$ cat src/rtl/fifo_pkg.sv
// Shared constants and helpers for the FIFO access-control slice.
package fifo_pkg;

    localparam int unsigned DEF_ADDR_W     = 4;
    localparam int unsigned DEF_AFULL_LVL  = 12;
    localparam int unsigned DEF_AEMPTY_LVL = 2;

    // The occupancy counter needs one bit more than the pointers to represent a full FIFO.
    function automatic int unsigned count_w(input int unsigned addr_w);
        return addr_w + 1;
    endfunction

    typedef enum logic {
        WselReq0 = 1'b0,
        WselReq1 = 1'b1
    } wsel_e;

endpackage

$ cat src/rtl/rr_arb2.sv
// Two-way round-robin write arbiter; priority moves only on an accepted write.
module rr_arb2 (
    input  logic       i_clk,
    input  logic       i_rest,
    input  logic [1:0] i_req,
    input  logic       i_accept,
    output logic [1:0] o_gnt
);

    // Last-winner state held as the requester favoured on the next tie (the last loser).
    // Resets to 0 so requester 0 wins the first tie.
    logic prio_q, prio_d;

    // Grant decode and priority update.
    always_comb begin
        o_gnt  = 2'b00;
        prio_d = prio_q;
        if (i_accept) begin
            unique case (i_req)
                2'b01:   o_gnt = 2'b01;
                2'b10:   o_gnt = 2'b10;
                2'b11:   o_gnt = prio_q ? 2'b10 : 2'b01;
                default: o_gnt = 2'b00;
            endcase
        end
        if (o_gnt != 2'b00) begin
            prio_d = o_gnt[0];
        end
    end

    // Priority register.
    always_ff @(posedge i_clk or negedge i_rest) begin
        if (!i_rest) begin
            prio_q <= 1'b0;
        end else begin
            prio_q <= prio_d;
        end
    end

endmodule

$ cat src/rtl/fifo_access_control.sv
// FIFO pointer, occupancy and arbitration control around an external dual-port RAM.
module fifo_access_control
    import fifo_pkg::*;
#(
    parameter int unsigned ADDR_W     = DEF_ADDR_W,
    parameter int unsigned AFULL_LVL  = DEF_AFULL_LVL,
    parameter int unsigned AEMPTY_LVL = DEF_AEMPTY_LVL
) (
    input  logic              i_clk,
    input  logic              i_rest,
    input  logic              i_wen0,
    input  logic              i_wen1,
    input  logic              i_ren,
    input  logic              i_clr_err,
    output logic              o_gnt0,
    output logic              o_gnt1,
    output logic              o_ram_wen,
    output logic [ADDR_W-1:0] o_ram_waddr,
    output logic              o_ram_ren,
    output logic [ADDR_W-1:0] o_ram_raddr,
    output logic              o_wsel,
    output logic              o_full,
    output logic              o_empty,
    output logic              o_afull,
    output logic              o_aempty,
    output logic [ADDR_W:0]   o_count,
    output logic              o_ovf,
    output logic              o_udf
);

    localparam int unsigned CNT_W = count_w(ADDR_W);
    localparam logic [CNT_W-1:0] CNT_FULL  = CNT_W'(2 ** ADDR_W);
    localparam logic [CNT_W-1:0] CNT_AFULL = CNT_W'(AFULL_LVL);
    localparam logic [CNT_W-1:0] CNT_AEMPT = CNT_W'(AEMPTY_LVL);

    logic [ADDR_W-1:0] wptr_q, rptr_q;
    logic [CNT_W-1:0]  cnt_q, cnt_d;
    logic              full_q, empty_q, afull_q, aempty_q;
    logic              full_d, empty_d, afull_d, aempty_d;
    logic              ovf_q, ovf_d, udf_q, udf_d;
    logic [1:0]        req, gnt;
    logic              wr_acc, rd_acc;
    wsel_e             wsel;

    assign req = {i_wen1, i_wen0};

    // Reset gates acceptance so no grant or strobe escapes while reset is held.
    rr_arb2 u_arb (
        .i_clk    (i_clk),
        .i_rest   (i_rest),
        .i_req    (req),
        .i_accept (~full_q & i_rest),
        .o_gnt    (gnt)
    );

    assign wr_acc = gnt[0] | gnt[1];
    assign rd_acc = i_ren & ~empty_q & i_rest;
    assign wsel   = gnt[1] ? WselReq1 : WselReq0;

    assign o_gnt0      = gnt[0];
    assign o_gnt1      = gnt[1];
    assign o_ram_wen   = wr_acc;
    assign o_ram_waddr = wptr_q;
    assign o_ram_ren   = rd_acc;
    assign o_ram_raddr = rptr_q;
    assign o_wsel      = wsel;
    assign o_full      = full_q;
    assign o_empty     = empty_q;
    assign o_afull     = afull_q;
    assign o_aempty    = aempty_q;
    assign o_count     = cnt_q;
    assign o_ovf       = ovf_q;
    assign o_udf       = udf_q;

    // Next occupancy and flags derived from it, so flags line up with the count.
    always_comb begin
        cnt_d = cnt_q;
        unique case ({wr_acc, rd_acc})
            2'b10:   cnt_d = cnt_q + CNT_W'(1);
            2'b01:   cnt_d = cnt_q - CNT_W'(1);
            default: cnt_d = cnt_q;
        endcase
        full_d   = (cnt_d == CNT_FULL);
        empty_d  = (cnt_d == '0);
        afull_d  = (cnt_d >= CNT_AFULL);
        aempty_d = (cnt_d <= CNT_AEMPT);
    end

    // Sticky errors: any write request while full, or read while empty; set beats clear.
    always_comb begin
        ovf_d = ovf_q;
        udf_d = udf_q;
        if ((i_wen0 | i_wen1) & full_q) begin
            ovf_d = 1'b1;
        end else if (i_clr_err) begin
            ovf_d = 1'b0;
        end
        if (i_ren & empty_q) begin
            udf_d = 1'b1;
        end else if (i_clr_err) begin
            udf_d = 1'b0;
        end
    end

    // Pointer, count, flag and error state.
    always_ff @(posedge i_clk or negedge i_rest) begin
        if (!i_rest) begin
            wptr_q   <= '0;
            rptr_q   <= '0;
            cnt_q    <= '0;
            full_q   <= 1'b0;
            empty_q  <= 1'b1;
            afull_q  <= 1'b0;
            aempty_q <= 1'b1;
            ovf_q    <= 1'b0;
            udf_q    <= 1'b0;
        end else begin
            if (wr_acc) begin
                wptr_q <= wptr_q + ADDR_W'(1);
            end
            if (rd_acc) begin
                rptr_q <= rptr_q + ADDR_W'(1);
            end
            cnt_q    <= cnt_d;
            full_q   <= full_d;
            empty_q  <= empty_d;
            afull_q  <= afull_d;
            aempty_q <= aempty_d;
            ovf_q    <= ovf_d;
            udf_q    <= udf_d;
        end
    end

endmodule

$ cat config.mk
export PLATFORM = sky130hd
export DESIGN_NAME = fifo_access_control
export DESIGN_NICKNAME = d
export VERILOG_FILES = /design/src/rtl/fifo_pkg.sv /design/src/rtl/rr_arb2.sv /design/src/rtl/fifo_access_control.sv
export SDC_FILE = /design/constraint.sdc
export NUM_CORES = 1
export LEC_CHECK = 0
export BUFFER_PORTS_ARGS = -buffer_cell sky130_fd_sc_hd__clkbuf_2
export CORE_ASPECT_RATIO = 0.6
export CORE_MARGIN = 2
export CORE_UTILIZATION = 30
export CTS_CLUSTER_SIZE = 40
export DETAILED_ROUTE_END_ITERATION = 7
export SYNTH_ARGS = -nofsm -noshare
export SYNTH_HDL_FRONTEND = slang
export SYNTH_SLANG_ARGS = --single-unit
$ cat constraint.sdc
create_clock -name i_clk -period 3.5 [get_ports i_clk]
set_input_delay 0.35 -clock i_clk [delete_from_list [all_inputs] [get_ports i_clk]]
set_output_delay 0.35 -clock i_clk [all_outputs]
set_load 0.05 [all_outputs]
==> flow_summary.ini <==
[clock_network]
cts_sinks = 20
tritoncts = done
htreeDepth = 1
clkSlewWorstSetupHoldPaths_ns = 0.07
root_buffer = clkbuf_8
cts_setup_buffers = 0
clock_latency_ns = 0.26
cts_made_buffers = 3
cts_buffer_depth = 2

[setup_path]
path_depth = 11
path_cells = dlygate4sd3_1, clkbuf_2, and3b_1, ha_2, inv_2, fa_1, nor2b_2, o31a_1, mux2i_1, nand2_2, a311o_1
rr_worst_depth = 9
crit_path_max_fanout = 10
critPathSlowestCell = dlygate4sd3_1
worst_setup_path_end_kind = flop
cp-start-kind = input port
setup.worst_path.class = in2reg
cp_num_buf_inv = 3
critPathRequiredTime_ns = 3.64
cp_slowest_stage_delay_ns = 0.53
reg2reg_setup_slack_ns = 0.73
worstPathArrival_ns = 3.39
r2r_end = o_afull
cp_top_family = buffers and inverters
r2r-start = o_empty

[sta]
setup_viol = 0
slew_headroom = 0.788
hold-worst-slack_ns = 0.316
finalCriticalPeriod_ns = 3.25
max_freq_mhz = 308
period_share = 0.927
skew_ns = 0.00490
rsz0062_at_grt = no
worst_slew_pin_slew_ns = 0.315
slew_viol_final = 0
final_hold_viol_count = 0
tns_ns = 0

[job]
drv_cap = 0

[global_routing]
track_usage = 0.114
grt_max_degree = 16
antenna_found_initial = 0
grt_pass1_vias = 742
grt_pass1_wl_mm = 3.52
grt-ovfl-total = 0

[min_path]
min_to = o_udf
hold_depth = 2
min_from = i_clr_err
hold_path_class = in2reg

[routing]
postRouteAntennaNets = 0
viasPerCell = 4.66
routed.top_layer = met3
met1_length_mm = 1.18
wl_per_cell_um = 12.1
wl_met2_um = 807
wl_met3_um = 145
dr.pass1.iters = 4
vias = 824
drc = 0
initialDrtViolationCount = 23
drt_wl_total_mm = 2.14

[synth]
synth_top_family_by_area = simple AND/OR/NAND/NOR gates
synth_edf_count = 0
postSynthNetCount = 115
synthTopCellsByArea = dfrtp_1 42%, ha_1 7.0%, dfstp_2 4.9%, xnor2_1 4.9%, nand2_1 3.9%
yosys.area.top_type = dfrtp_1
synth_compound_area_frac = 0.134
ys_types = 36
synthAdderAreaFrac = 0.0891
synth-simple-area-share = 0.177
syn-cell-area_mm2 = 0.00107
synth_top_area_frac = 0.422
async_reset_ff_frac = 1.00
synth_top_flop_cell = dfrtp_1
synth_area_per_cell_um2 = 10.5
muxShareOfSynthArea = 0.0199
ys_seq_area_frac = 0.471
synth-xor-area-share = 0.0657
syn_inst = 102
yosysWarnings = 0
synth_seq_cells = 20

[die]
io_pins = 30
start_util = 0.321
fp.dieW_um = 81
dieArea_mm2 = 0.00407
fp.dieH_um = 50.2
rows = 16
core_mm2 = 0.00332

[cells_and_area]
layout-drive-gt1-share = 0.356
final_common_cell = clkbuf_2
area_delta_synth_final_pct = 23.0
fin_cells = 177
layout_common_cells = 29 x clkbuf_2, 18 x dfrtp_1, 11 x nand2_1
antenna_cells = 0
largest_reg_flops = 5
nNetsFinal = 147

[placed_design]
hpwl_mm = 1.70
numPlacedInstances = 173
gp_congestion = 0.835
port_buffers = 29

[outcome]
status = completed
## layer usage
layer / track usage / vias up
li1: - / 409
met1: 0.164 / 385
met2: 0.163 / 30
met3: 0.0486 / 0
met4: 0.0169 / 0
met5: 0 / -
## cell families (layout without fill, tap and decap cells)
family | after synthesis | after routing
AND/OR/NAND/NOR | 36 | 36
flip-flops | 20 | 20
AO/OA/AOI/OAI | 18 | 18
buffers and inverters | 11 | 41
XOR/XNOR | 8 | 8
adder cells (fa/ha/maj) | 7 | 7
multiplexers | 2 | 2
## cells in the mapped netlist, types with 2 or more instances
master,instances
a21oi_1,5
clkbuf_1,2
dfrtp_1,18
dfstp_2,2
ha_1,6
inv_1,6
nand2_1,11
nand2b_1,2
nand4_1,2
nor2_1,7
nor2b_1,2
nor3_1,2
o21ai_0,6
or2_2,3
xnor2_1,6
xor2_1,2
## worst max path at each step
stage,startpoint,to,slack (ns)
2_1_floorplan,o_empty,o_afull,0.19
3_3_place_gp,i_rest,o_afull,0.43
3_5_place_dp,i_rest,o_afull,0.38
4_1_cts,i_rest,o_afull,0.09
5_1_grt,i_rest,o_afull,0.08
6_report,i_rest,o_afull,0.25
## repair_timing
item                                   4_1_cts  5_1_grt
endpoints found under the hold margin        7        0
setup endpoints to repair                    0        2
gates resized for setup                      0        2
hold buffers                                 1        0
## area by class of cell
cell class	count	area, µm²
Clock buffer	3	41.3
Tap cell	45	56.3
Inverter	7	26.3
Fill cell	353	2010
Multi-Input combinational cell	71	523
Timing Repair Buffer	31	163
Sequential cell	20	503
## through the flow
stage	utilization	setup WS, ns	area [µm²]
2_1_floorplan	-	0.194	1070
3_3_place_gp	0.378	0.433	1260
3_5_place_dp	0.378	0.380	1260
4_1_cts	0.393	0.0895	1310
5_1_grt	0.395	0.0821	1310
6_report	0.395	0.254	1310
Power is left out: the tool's default activity adds up to more than one toggle a clock period on the data nets, which glitch-free logic cannot reach.
